## config.mk

```make
export PLATFORM = sky130hd
export DESIGN_NAME = digit_cursor_ctrl
export DESIGN_NICKNAME = d
export VERILOG_FILES = /design/src/rtl/digit_cursor_ctrl.sv
export SDC_FILE = /design/constraint.sdc
export NUM_CORES = 1
export LEC_CHECK = 0
export CAP_MARGIN = 20
export CORE_ASPECT_RATIO = 1.25
export CORE_MARGIN = 2
export CORE_UTILIZATION = 40
export DETAILED_ROUTE_END_ITERATION = 10
export DONT_BUFFER_PORTS = 1
export PLACE_DENSITY_LB_ADDON = 0.08
export SETUP_SLACK_MARGIN = 0.3
export SYNTH_ARGS = -nofsm -noshare
export SYNTH_HDL_FRONTEND = slang
export SYNTH_SLANG_ARGS = --single-unit
```

## constraint.sdc

```tcl
create_clock -name i_clk -period 2.51 [get_ports i_clk]
set_input_delay 0.753 -clock i_clk [delete_from_list [all_inputs] [get_ports i_clk]]
set_output_delay 0.753 -clock i_clk [all_outputs]
set_load 0.03 [all_outputs]
```

## src/rtl/digit_cursor_ctrl.sv

```systemverilog
// One-hot digit cursor with wrap/clamp movement, enable-mask skipping and direct load.
// Optional blink gating of the cursor is built when CURSOR_BLINK_EN is defined.
module digit_cursor_ctrl #(
    parameter int N_DIGITS  = 4,
    parameter int WRAP      = 1,
    parameter int RESET_POS = 0,
    parameter int BLINK_DIV = 25000000,
    localparam int W = (N_DIGITS > 1) ? $clog2(N_DIGITS) : 1
) (
    input  logic                i_clk,
    input  logic                i_rst,
    input  logic                i_shift_left,
    input  logic                i_shift_right,
    input  logic                i_load,
    input  logic [W-1:0]        i_load_pos,
    input  logic [N_DIGITS-1:0] i_active_mask,
    output logic [N_DIGITS-1:0] o_digit_select,
    output logic [W-1:0]        o_pos,
    output logic                o_blocked,
    output logic [N_DIGITS-1:0] o_blink_mask
);

    localparam logic [N_DIGITS-1:0] RESET_SEL = N_DIGITS'(1) << RESET_POS;

    if (N_DIGITS < 2 || RESET_POS < 0 || RESET_POS >= N_DIGITS || BLINK_DIV < 1) begin : g_param_check
        $error("digit_cursor_ctrl: illegal parameter combination");
    end

    logic [W-1:0]        pos_q, pos_d;
    logic [N_DIGITS-1:0] sel_q, sel_d;
    logic                blocked_q, blocked_d;
    logic                moved;

    logic [N_DIGITS-1:0] above_en;
    logic [N_DIGITS-1:0] below_en;
    logic [N_DIGITS-1:0] load_hit;
    logic [N_DIGITS-1:0] pos_onehot;
    logic                mask_any;
    logic                cur_en;
    logic                load_ok;

    // Per-digit candidate vectors; indices at or beyond N_DIGITS never hit load_hit.
    for (genvar gi = 0; gi < N_DIGITS; gi++) begin : g_digit
        assign above_en[gi]   = i_active_mask[gi] && (W'(gi) > pos_q);
        assign below_en[gi]   = i_active_mask[gi] && (W'(gi) < pos_q);
        assign load_hit[gi]   = i_active_mask[gi] && (i_load_pos == W'(gi));
        assign pos_onehot[gi] = (pos_d == W'(gi));
    end

    assign mask_any = |i_active_mask;
    assign cur_en   = |(sel_q & i_active_mask);
    assign load_ok  = |load_hit;

    function automatic logic [W-1:0] lowest_idx(input logic [N_DIGITS-1:0] v);
        logic [W-1:0] idx;
        idx = '0;
        for (int i = N_DIGITS - 1; i >= 0; i--) begin
            if (v[i]) idx = W'(i);
        end
        return idx;
    endfunction

    function automatic logic [W-1:0] highest_idx(input logic [N_DIGITS-1:0] v);
        logic [W-1:0] idx;
        idx = '0;
        for (int i = 0; i < N_DIGITS; i++) begin
            if (v[i]) idx = W'(i);
        end
        return idx;
    endfunction

    always_comb begin
        pos_d     = pos_q;
        blocked_d = 1'b0;
        moved     = 1'b0;
        if (!mask_any) begin
            blocked_d = i_load | i_shift_left | i_shift_right;
        end else if (sel_q == '0 || !cur_en) begin
            // Cursor is invisible or sits on a disabled digit: requests wait a cycle.
            pos_d = lowest_idx(i_active_mask);
            moved = 1'b1;
        end else if (i_load) begin
            if (load_ok) begin
                pos_d = i_load_pos;
                moved = 1'b1;
            end else begin
                blocked_d = 1'b1;
            end
        end else if (i_shift_left && i_shift_right) begin
            blocked_d = 1'b1;
        end else if (i_shift_left) begin
            if (|above_en) begin
                pos_d = lowest_idx(above_en);
                moved = 1'b1;
            end else if (WRAP != 0 && lowest_idx(i_active_mask) != pos_q) begin
                pos_d = lowest_idx(i_active_mask);
                moved = 1'b1;
            end else begin
                blocked_d = 1'b1;
            end
        end else if (i_shift_right) begin
            if (|below_en) begin
                pos_d = highest_idx(below_en);
                moved = 1'b1;
            end else if (WRAP != 0 && highest_idx(i_active_mask) != pos_q) begin
                pos_d = highest_idx(i_active_mask);
                moved = 1'b1;
            end else begin
                blocked_d = 1'b1;
            end
        end
    end

    assign sel_d = !mask_any ? '0 : (moved ? pos_onehot : sel_q);

    always_ff @(posedge i_clk) begin
        if (i_rst) begin
            pos_q     <= W'(RESET_POS);
            sel_q     <= RESET_SEL;
            blocked_q <= 1'b0;
        end else begin
            pos_q     <= pos_d;
            sel_q     <= sel_d;
            blocked_q <= blocked_d;
        end
    end

    assign o_pos          = pos_q;
    assign o_digit_select = sel_q;
    assign o_blocked      = blocked_q;

`ifdef CURSOR_BLINK_EN
    localparam int CW = (BLINK_DIV > 1) ? $clog2(BLINK_DIV) : 1;

    logic [CW-1:0]       blink_cnt_q, blink_cnt_d;
    logic                blink_phase_q, blink_phase_d;
    logic [N_DIGITS-1:0] blink_mask_q;

    // Any accepted cursor change restarts the on-phase so the new digit shows at once.
    always_comb begin
        blink_cnt_d   = blink_cnt_q + CW'(1);
        blink_phase_d = blink_phase_q;
        if (moved) begin
            blink_cnt_d   = '0;
            blink_phase_d = 1'b1;
        end else if (blink_cnt_q == CW'(BLINK_DIV - 1)) begin
            blink_cnt_d   = '0;
            blink_phase_d = ~blink_phase_q;
        end
    end

    always_ff @(posedge i_clk) begin
        if (i_rst) begin
            blink_cnt_q   <= '0;
            blink_phase_q <= 1'b1;
            blink_mask_q  <= RESET_SEL;
        end else begin
            blink_cnt_q   <= blink_cnt_d;
            blink_phase_q <= blink_phase_d;
            blink_mask_q  <= blink_phase_d ? sel_d : '0;
        end
    end

    assign o_blink_mask = blink_mask_q;
`else
    assign o_blink_mask = sel_q;
`endif

endmodule

```

==> run_results.csv <==
group,metric,value,unit
global_routing,grt.total_usage,20.7,%
drt,dr_wl_met3,128,µm
clock_network,htree_num_levels,1,
timing,finalSetupTns,0,ns
drt,routed_wl,2400,µm
setup_path,worstSetupStartpointType,"flip-flop",
timing,worst_pin_slew,0.463,ns
min_path,hold_depth,1,
setup_path,reg2reg_from,"o_pos[1]",
power_and_ir_drop,p_comb_share,52.7,%
global_routing,grt_pass1_wl,4060,µm
floorplan,die_w,46.3,µm
clock_network,clockRootBuffer,"clkbuf_4",
global_routing,grt_overflow,0,
drt,ant_nets,0,
setup_path,reg2reg_slack,0.38,ns
power_and_ir_drop,internal-power,0.305,mW
timing,hold_viol,0,
synth,netlist_instances,120,
finish,finalNetCount,133,
timing,min_period_over_period,84.7,%
synth,netlist.top_cell.by_area,"dfxtp_1",
place,post-dp-hpwl,1750,µm
timing,slew_violations,0,
synth,synth-simple-area-share,30.8,%
floorplan,io_pins,22,
min_path,hp-start,"i_rst",
drt,drtIter0Drc,23,
place,routabilityCongestion,0.831,
synth,synthTopCellsByArea,"dfxtp_1 (16%), nand2_1 (6.3%), a21oi_1 (5.6%), nand2b_1 (5.6%), buf_6 (5.0%)",
synth,syn_area,893,µm²
synth,synthMuxAreaShare,2.38,%
setup_path,crit_type,"flip-flop to flip-flop",
floorplan,row_count,19,
clock_network,cts_sinks,7,
clock_network,hold_buffers,0,
drt,remaining_drc_errors,0,
drt,firstDrtPassIters,4,
clock_network,clk_latency,0.25,ns
global_routing,antenna_found_initial,0,
floorplan,fp.dieArea,2630,µm²
drt,top_layer,"met4",
timing,skew,0.00474,ns
synth,yosysSeqAreaShare,15.7,%
finish,finish.utilization,43.9,%
power_and_ir_drop,ir_worst_vdd,0.353,mV
clock_network,path_clk_slew,0.05,ns
timing,setup_violations,0,
setup_path,cpMaxStageDelayCell,"dfxtp_4",
setup_path,cp_slowest_stage_delay,0.38,ns
finish,drive_gt1_share,19.8,%
synth,synth_edf_count,0,
synth,synth_compound_area_share,36.1,%
timing,finalCriticalPeriod,2.13,ns
floorplan,core_area,2160,µm²
timing,rsz0062_at_grt,"yes",
synth,yosysUniqueCellTypes,53,
synth,synth_fp_nets,131,
min_path,min_path_type,"primary input to flip-flop",
setup_path,end_kind,"flip-flop",
global_routing,first_global_vias,872,
global_routing,grt_max_degree,20,
clock_network,numCtsBuffers,3,
min_path,whs_endpoint,"o_pos[1]",
drt,wl_met2,1150,µm
setup_path,timing.rr.end,"o_blink_mask[3]",
synth,synth_top_flop_cell,"dfxtp_1",
finish,antennaDiodeCount,0,
setup_path,critPathTopFamily,"compound AO/OA/AOI/OAI gates",
drt,avgRoutedWirePerCell,15.8,µm
synth,synth_xor_area_share,0,%
finish,area_growth,6.30,%
drt,routed_via_density,5.75,
clock_network,cts_tree,"built",
synth,synth_fa_ha_area_share,0,%
synth,yosys_warnings,0,
drt,dr_total_vias,874,
power_and_ir_drop,swShare,41.5,%
setup_path,crit_path_cell_trace,"buf_4 -> and3_4 -> a2111o_1 -> a311o_1 -> a31o_1 -> or3_1 -> a21oi_2",
synth,synth-async-reset-ratio,0,%
power_and_ir_drop,powerDensity,548,nW/µm²
floorplan,initial_utilization,41.3,%
timing,slew_headroom,68.8,%
power_and_ir_drop,clockPowerShare,19.2,%
power_and_ir_drop,seqPwrFrac,28.1,%
place,portBuffers,0,
power_and_ir_drop,switchingPower,0.216,mW
outcome,outcome,"complete, no violations",
power_and_ir_drop,p_leak,0.354,nW
job,maxCapViolCount,0,
setup_path,cp_data_required_time,2.69,ns
synth,post-synth-top-area-fraction,15.7,%
timing,fmax,470,MHz
setup_path,path_max_fanout,9,
setup_path,crit_buf_inv,1,
floorplan,die_y,56.8,µm
synth,ys_ff_latch,7,
setup_path,arrival,2.31,ns
drt,wl_met1,1060,µm
synth,synth.avg_cell_area,7.44,µm²
synth,synth_top_family_by_area,"compound AO/OA/AOI/OAI gates",
setup_path,r2r_cells,7,
clock_network,clockBufferDepth,2,
## logic make-up after synthesis
family,count (synthesis)
multiplexers,2
AND/OR/NAND/NOR,52
AO/OA/AOI/OAI,43
flip-flops,7
buffers and inverters,16
## state kept, by name (all words and copies together), names as in the netlist
name / cells
o_blocked: 1
o_pos: 2
o_blink_mask: 4
## cells in the final DEF, fill, tap and decap left out, types with 3 or more instances in the layout
| cell type | synthesis | layout |
|---|---|---|
| nand2b_1 | 8 | 8 |
| dfxtp_1 | 7 | 6 |
| nor2_1 | 10 | 10 |
| clkbuf_4 | 1 | 3 |
| a21oi_1 | 10 | 10 |
| a31oi_1 | 3 | 3 |
| or3_1 | 4 | 4 |
| a22oi_1 | 3 | 3 |
| nand2_1 | 15 | 15 |
| buf_4 | 4 | 9 |
## power by group through the flow
stage	Combinational [mW]	Clock (mW)	Sequential, mW
floorplan	0.214	0	0.176
global route	0.303	0.113	0.148
global placement	0.273	0	0.148
detailed placement	0.272	0	0.147
finish	0.274	0.100	0.146
CTS	0.274	0.104	0.146
## final cells by class
| type | instances | area (µm²) |
|---|---|---|
| fillers | 227 | 1210 |
| multi-input cells | 97 | 637 |
| flip-flops and latches | 7 | 144 |
| repair buffers | 10 | 78.8 |
| well taps | 31 | 38.8 |
| clock buffers | 4 | 26.3 |
| inverters | 3 | 25.0 |
## worst max-delay path by stage
stage / cells after the start / start / to
6_report: 7 / o_pos[1] / o_blink_mask[3]
5_1_grt: 7 / o_pos[1] / o_blink_mask[3]
4_1_cts: 7 / o_pos[1] / o_blink_mask[3]
3_5_place_dp: 7 / i_active_mask[0] / o_blink_mask[3]
3_3_place_gp: 7 / i_active_mask[0] / o_blink_mask[2]
2_1_floorplan: 8 / i_active_mask[2] / o_blink_mask[3]
## metrics by stage
step	instance area, µm²	setup WS [ns]	cells	power, mW	hold slack [ns]
2_1_floorplan	911	0.169	120	0.390	0.594
3_3_place_gp	916	0.157	148	0.421	0.680
3_5_place_dp	916	0.179	148	0.420	0.674
4_1_cts	943	0.374	152	0.524	0.561
5_1_grt	950	0.297	152	0.564	0.553
6_report	950	0.384	152	0.520	0.567
## cell usage after synthesis, types with 2 or more instances
master    instances
nor2_1           10
dfxtp_1           7
buf_6             4
buf_4             4
a21oi_1          10
nor3_1            2
or3_1             4
nand2_1          15
o21ai_0           2
a211oi_1          2
nor4_1            2
a22oi_1           3
or2_2             2
o21ai_1           2
inv_1             2
a21oi_2           2
a31oi_1           3
buf_2             2
nand2b_1          8
## metal layers
layer  vias up  global-route usage (%)
met3        10                    4.18
met2        30                    31.2
li1        448                       -
met4         0                    9.39
met1       386                    27.3
met5         -                       0
## what timing repair did
| item | 4_1_cts | 5_1_grt |
|---|---|---|
| pin swaps | 0 | 1 |
| setup endpoints to repair | 2 | 3 |
| resized for setup | 1 | 2 |
| hold endpoints to repair | 0 | 0 |
| buffers inserted | 0 | 0 |
No activity file was read; power rests on OpenSTA's default activity.
